$ cat config.mk
export PLATFORM = sky130hd
export DESIGN_NAME = neuron_mac
export DESIGN_NICKNAME = d
export VERILOG_FILES = /design/src/rtl/neuron_mac.sv
export SDC_FILE = /design/constraint.sdc
export NUM_CORES = 1
export LEC_CHECK = 0
export ABC_AREA = 1
export ABC_CLOCK_PERIOD_IN_PS = 7400
export CORE_MARGIN = 4
export CORE_UTILIZATION = 60
export CTS_BUF_LIST = sky130_fd_sc_hd__clkbuf_4
export DETAILED_ROUTE_END_ITERATION = 12
export HOLD_SLACK_MARGIN = 0.02
export PLACE_DENSITY = 0.8
export SETUP_SLACK_MARGIN = 0.15
export SYNTH_ARGS = -nofsm -noshare
export SYNTH_HDL_FRONTEND = slang
export SYNTH_SLANG_ARGS = --single-unit
export TNS_END_PERCENT = 100
$ cat constraint.sdc
create_clock -name clk -period 7.4 [get_ports clk]
set_input_delay 1.48 -clock clk [delete_from_list [all_inputs] [get_ports clk]]
set_output_delay 1.48 -clock clk [all_outputs]
set_load 0.02 [all_outputs]
$ cat src/rtl/neuron_mac.sv
// neuron_mac: streaming multiply-accumulate for one neuron.
// Pairs each input sample with its weight from a 1-cycle-latency memory,
// accumulates saturated signed products, then adds the bias and emits one
// registered sum per input vector.
module neuron_mac #(
    parameter int numWeight    = 784,
    parameter int addressWidth = 10,
    parameter int dataWidth    = 16
) (
    input  logic                          clk,
    input  logic                          rst,
    input  logic signed [dataWidth-1:0]   myinput,
    input  logic                          myinputValid,
    input  logic signed [2*dataWidth-1:0] bias,
    output logic                          ren,
    output logic [addressWidth-1:0]       radd,
    input  logic signed [dataWidth-1:0]   wout,
    output logic signed [2*dataWidth-1:0] sum,
    output logic                          outvalid
);

    localparam int AccWidth = 2 * dataWidth;
    localparam logic [addressWidth-1:0] LastAddr = addressWidth'(numWeight - 1);
    localparam logic signed [AccWidth-1:0] SatMax = {1'b0, {(AccWidth-1){1'b1}}};
    localparam logic signed [AccWidth-1:0] SatMin = {1'b1, {(AccWidth-1){1'b0}}};

    logic signed [dataWidth-1:0] in_d;
    logic signed [AccWidth-1:0]  mul_r;
    logic signed [AccWidth-1:0]  acc;
    logic                        v1, v2, l1, l2, bias_pend;

    // Signed add that clamps to the representable range on overflow.
    function automatic logic signed [AccWidth-1:0] sat_add(
        input logic signed [AccWidth-1:0] a,
        input logic signed [AccWidth-1:0] b
    );
        logic signed [AccWidth-1:0] s;
        // NOTE: blocking assignments are correct here; a function is pure
        // combinational scratch work, unlike the clocked state below.
        s = a + b;
        if ((a[AccWidth-1] == b[AccWidth-1]) && (s[AccWidth-1] != a[AccWidth-1]))
            s = a[AccWidth-1] ? SatMin : SatMax;
        return s;
    endfunction

    // Read request goes out in the same cycle the sample is accepted.
    assign ren = myinputValid & ~rst;

    // Address counter and pipeline control flags.
    always_ff @(posedge clk or posedge rst) begin
        if (rst) begin
            radd      <= '0;
            v1        <= 1'b0;
            l1        <= 1'b0;
            v2        <= 1'b0;
            l2        <= 1'b0;
            bias_pend <= 1'b0;
        end else begin
            if (myinputValid)
                radd <= (radd == LastAddr) ? '0 : radd + 1'b1;
            v1        <= myinputValid;
            l1        <= myinputValid && (radd == LastAddr);
            v2        <= v1;
            l2        <= l1;
            bias_pend <= v2 & l2;
        end
    end

    // NOTE: in_d and mul_r carry no reset; they are only consumed when the
    // matching v1/v2 flag is set, and those flags are reset.
    // Operand capture and product register.
    always_ff @(posedge clk) begin
        in_d  <= myinput;
        mul_r <= in_d * wout;
    end

    // Accumulator, bias add and output register.
    always_ff @(posedge clk or posedge rst) begin
        if (rst) begin
            acc      <= '0;
            sum      <= '0;
            outvalid <= 1'b0;
        end else if (bias_pend) begin
            sum      <= sat_add(acc, bias);
            outvalid <= 1'b1;
            // The first product of the next vector may arrive on this very edge.
            acc      <= v2 ? mul_r : '0;
        end else begin
            outvalid <= 1'b0;
            if (v2)
                acc <= sat_add(acc, mul_r);
        end
    end

endmodule

### Word level (Yosys, flattened, before mapping)

Index checks and enable logic that the tools add are counted.

| storage, ports and cells | value |
|---|---|
| register bits after elaboration | 128 |
| bits in latches | 0 |
| RAM bits | 0 |
| bits in read-only memories | 0 |
| input bits | 67 |
| output and inout port bits | 44 |
| word-level logic and storage cells | 35 |
| memories kept | 0 |

| cells by class | value |
|---|---|
| $add $sub $neg | 3 |
| multiply operators | 1 |
| div/mod/pow operators | 0 |
| $lt $le $gt $ge | 0 |
| eq/ne operators | 5 |
| shift operators | 0 |
| muxes and demuxes | 8 |
| bitwise operators | 3 |
| reduce and logical (&&, ||, !) cells | 4 |

Operator list:

| kind | count |
|---|---|
| two-way mux 32 bit | 6 |
| adder 32 bit | 2 |
| multiplier 16 x 16 -> 32 bit | 1 |
| adder 10 x 1 -> 10 bit, second input constant | 1 |
| equality test 10 bit, second input constant | 1 |
| two-way mux 10 bit | 1 |
| logical AND 1 bit | 3 |
| bitwise AND 1 bit | 2 |
| equality test 1 bit | 2 |
| inequality test 1 bit | 2 |
| nonzero test 2 bit | 1 |
| two-way mux 1 bit | 1 |
| NOT 1 bit | 1 |

### Logic depth before layout (Yosys ltp)

| depth | value |
|---|---|
| depth in word-level cells | 6 |
| gate-level depth with buffers | 27 |

### Least setup slack after synthesis

OpenSTA, ideal clock, no wires.

| timing | value |
|---|---|
| kind | input to register |
| start point | in wout[5] |
| end point | reg mul_r[26] |
| setup time | 0.119 ns |
| arrival | 6.591 ns |
| required time | 7.281 ns |
| slack | 0.690 ns |
| stages | 19 |
| path through | clkbuf_1 -> clkbuf_1 -> nand2_1 -> fa_1 -> inv_1 -> fa_1 -> fa_1 -> fa_1 -> fa_1 -> inv_1 -> fa_1 -> inv_1 -> ha_1 -> nand2_1 -> nor3_1 -> nand2_1 -> o211ai_1 -> a21oi_1 -> xnor2_1 |

| on the way | value |
|---|---|
| cells in the longest elaborated chain, start to end | 1 |

RTL lines:

| what | RTL line | source |
|---|---|---|
| start: declaration | 17 | `input logic signed [dataWidth-1:0] wout,` |
| multiplier 16 x 16 -> 32 bit | 74 | `mul_r <= in_d * wout;` |
| end signal: assignment | 74 |  |
| end: declaration | 28 | `logic signed [AccWidth-1:0] mul_r;` |

No other way between the ends.
A chain may end at the register's enable or synchronous reset.

### Worst setup path after layout

| timing | value |
|---|---|
| start point | in wout[2] |
| end point | reg mul_r[28] |

The elaborated chain is that of the path after synthesis.

==> qor.csv <==
stage,metric,value,unit
worst_setup_path,Worst Path Max Fanout,11,
synthesis,library cells used by synthesis,50,
worst_setup_path,CP Capture Type,flip-flop,
synthesis,most common flop cell mapped by yosys,dfrtp_1,
worst_setup_path,r2r worst-path depth,18,
drt,number of DRC markers in iteration 0,1391,
synthesis,Yosys top cell area share,28.0,%
timing,Fmax,0.145,GHz
timing,Tcrit/Tclk final,92.9,%
clock_tree,Worst-Skew Late Latency,0.65,ns
min_path,hold crit path type,reg -> reg,
global_route,total gr overflow,0,
worst_setup_path,R2R setup slack,1.24,ns
clock_tree,Worst-path clk slew,0.13,ns
synthesis,leading area contributor after synthesis,fa_1,
min_path,hold path cells,0,
flow_run,max_cap viols,0,
synthesis,Post-Syn Area per Cell,7.39,um2
global_route,antenna violations before repair,1,
synthesis,Synth Warn #,0,
timing,hold_ws,0.362,ns
clock_tree,CTS resizes,0,
worst_setup_path,"Arr. time, crit path",7.43,ns
cells_and_area,Layout area overhead,10.4,%
global_route,largest net degree at the start of global routing,81,
clock_tree,CTS root buffer,clkbuf_4,
worst_setup_path,"CP delay by family, top",adder cells,
timing,Setup TNS,0,ns
drt,routed vias,16600,
cells_and_area,NumNets Final,3121,
die,# IOs,111,
synthesis,mapped cell area,18900,um2
timing,Worst slew margin,21.6,%
clock_tree,Bufs on Longest Clock Path,2,
clock_tree,Num CTS Buffers,17,
die,Die ar.,34400,um2
synthesis,"FF+latch count, synth",128,
worst_setup_path,Worst R2R End,mul_r[28]$_DFF_P_,
outcome,status,"finished, final reports clean",
placement,Placer Congestion,1.00,
placement,PortBufs,110,
synthesis,Post-synth EDFFs,0,
worst_setup_path,CP Cell Sequence,"clkdlybuf4s50_1, nand2_1, inv_1, fa_1, fa_1, buf_4, fa_1, fa_1, fa_1, inv_1, fa_1, inv_1, ha_1, a21oi_1, o21ai_0, a221oi_1, o21ai_0, a21oi_1, xnor2_1",
drt,DRC viols,0,
timing,unrepaired setup endpoints after global routing,no,
drt,TritonRoute pass-1 iters,5,
clock_tree,H-tree depth,4,
timing,skew final,0.0378,ns
worst_setup_path,critical path's slowest cell,clkdlybuf4s50_1,
synthesis,largest cells by area after synthesis,"fa_1, nand2_1, inv_1",
die,initial core utilization,61.2,%
worst_setup_path,crit-path most repeated cell,fa_1,
global_route,first-pass GRT wire length,85.8,mm
drt,vias per inst,5.44,
worst_setup_path,kind of critical path,in -> reg,
placement,DP HPWL,43.4,mm
drt,routed wire length,51.8,mm
die,total core area,30800,um2
clock_tree,Setup Buffers After CTS,0,
worst_setup_path,critical path required time,7.95,ns
placement,dpl ws,0.0288,ns
timing,endpoints failing hold,0,
global_route,global-route usage over all layers,31.6,%
clock_tree,Sink Count,128,
drt,DRT antenna net count,0,
die,row count,64,
clock_tree,CTS tree,built,
die,Chip Width,185,um
worst_setup_path,max incr delay on CP,0.80,ns
cells_and_area,fin util,67.6,%
timing,crit path time final,6.88,ns
worst_setup_path,CP Buf/Inv Count,5,
synthesis,Async SR Flop Fraction,62.5,%
timing,Setup WS post-layout,0.523,ns
timing,Least-Margin Pin Slew,1.18,ns
timing,fin. max-slew vios,0,
timing,# setup viols final,0,
global_route,number of global-route vias before repair,17100,
worst_setup_path,RR Startpoint,in_d[15]$_DFF_P_,
synthesis,sequential fraction of the synthesis area,15.7,%
cells_and_area,layout cell share with drive strength beyond 1,4.36,%
synthesis,Mapped Cells,2556,
synthesis,Syn Nets,3032,
worst_setup_path,CP startpoint kind,primary input,
min_path,HP Start,v1$_DFF_PP0_,
drt,WL/cell,17.0,um
die,Die Height,185,um
min_path,Hold EP,v2$_DFF_PP0_,
clock_tree,hold_buf cts,0,
==> metal layers <==
metal | vias up | wire, um | global-route usage (%)
li1 | 7855 | - | -
met1 | 8056 | 22700 | 44.6
met2 | 619 | 23600 | 49.8
met3 | 108 | 4060 | 6.52
met4 | 0 | 1430 | 8.93
met5 | - | 0 | 0
==> layout by cell type, fill, tap and decap left out, drive strengths merged, types with 2 or more instances in the layout <==
cell,n
a21boi,8
clkinv,6
o21bai,19
a21o,14
and2,3
a31oi,4
nor2,215
or2,7
nor3,21
dfrtp,80
nand3,71
nand3b,5
fa,264
clkdlybuf4s50,110
nand2,680
nor3b,2
xor2,58
nand4,19
ha,145
a21oi,136
bufinv,4
o21a,3
o21ai,72
xnor2,21
diode,2
inv,564
clkinvlp,4
dfxtp,48
clkbuf,17
o211ai,5
nor4,2
buf,43
and3,3
==> how the worst max path moves through the flow <==
| stage | cells past startpoint | slack [ns] | to | start |
|---|---|---|---|---|
| after CTS | 19 | 0.65 | mul_r[28]$_DFF_P_ | wout[2] |
| after global placement | 22 | 0.10 | mul_r[27]$_DFF_P_ | wout[2] |
| after global routing | 20 | 0.21 | mul_r[27]$_DFF_P_ | wout[2] |
| after floorplan | 19 | 0.69 | mul_r[26]$_DFF_P_ | wout[5] |
| final | 19 | 0.52 | mul_r[28]$_DFF_P_ | wout[2] |
| after detailed placement | 20 | 0.03 | mul_r[30]$_DFF_P_ | wout[2] |
==> cells in the mapped netlist (4+ instances only) <==
| library cell | n |
|---|---|
| nand3_1 | 70 |
| o21ai_1 | 4 |
| o211ai_1 | 5 |
| nor3_1 | 20 |
| buf_4 | 4 |
| a21boi_0 | 7 |
| xnor2_1 | 21 |
| buf_2 | 5 |
| xor2_1 | 58 |
| clkbuf_1 | 70 |
| dfrtp_1 | 80 |
| fa_1 | 264 |
| ha_1 | 145 |
| a31oi_1 | 4 |
| a21o_1 | 14 |
| nand4_1 | 19 |
| dfxtp_1 | 48 |
| inv_1 | 559 |
| o21ai_0 | 67 |
| nor2_1 | 211 |
| nand2_2 | 20 |
| nand2_1 | 660 |
| o21bai_1 | 19 |
| a21oi_1 | 134 |
| or2_2 | 6 |
| nand3b_1 | 5 |
==> registers in the layout, summed over array words and instances (netlist names) <==
| signal | cells |
|---|---|
| outvalid | 1 |
| in_d | 16 |
| l2 | 1 |
| radd | 10 |
| acc | 32 |
| l1 | 1 |
| v1 | 1 |
| mul_r | 32 |
| sum | 32 |
| bias_pend | 1 |
| v2 | 1 |
==> logic make-up after synthesis <==
kind of cell / synth area share [%]
DFF: 15.7
buffers and inverters: 13.1
AOI/OAI and AO/OA: 7.89
adders and majority gates: 37.6
and+or+nand+nor: 22.1
xor gates and xnor gates: 3.67
==> final cells by class <==
cell class | count | area, um2
flip-flops and latches | 128 | 2960
inverters | 563 | 2110
fillers | 2624 | 10000
well taps | 396 | 495
multi-input cells | 1782 | 13500
repair buffers | 153 | 1460
clock buffers | 17 | 128
clock inverters | 15 | 210
diodes | 2 | 5.00
==> through the flow <==
step | instance area (um2) | instances
global placement | 20500 | 3022
floorplan | 18900 | 2556
global route | 20800 | 3056
detailed placement | 20500 | 3022
finish | 20800 | 3056
CTS | 20800 | 3054
Power is left out: the tool's default activity adds up to more than one toggle a clock period on the data nets, which glitch-free logic cannot reach.
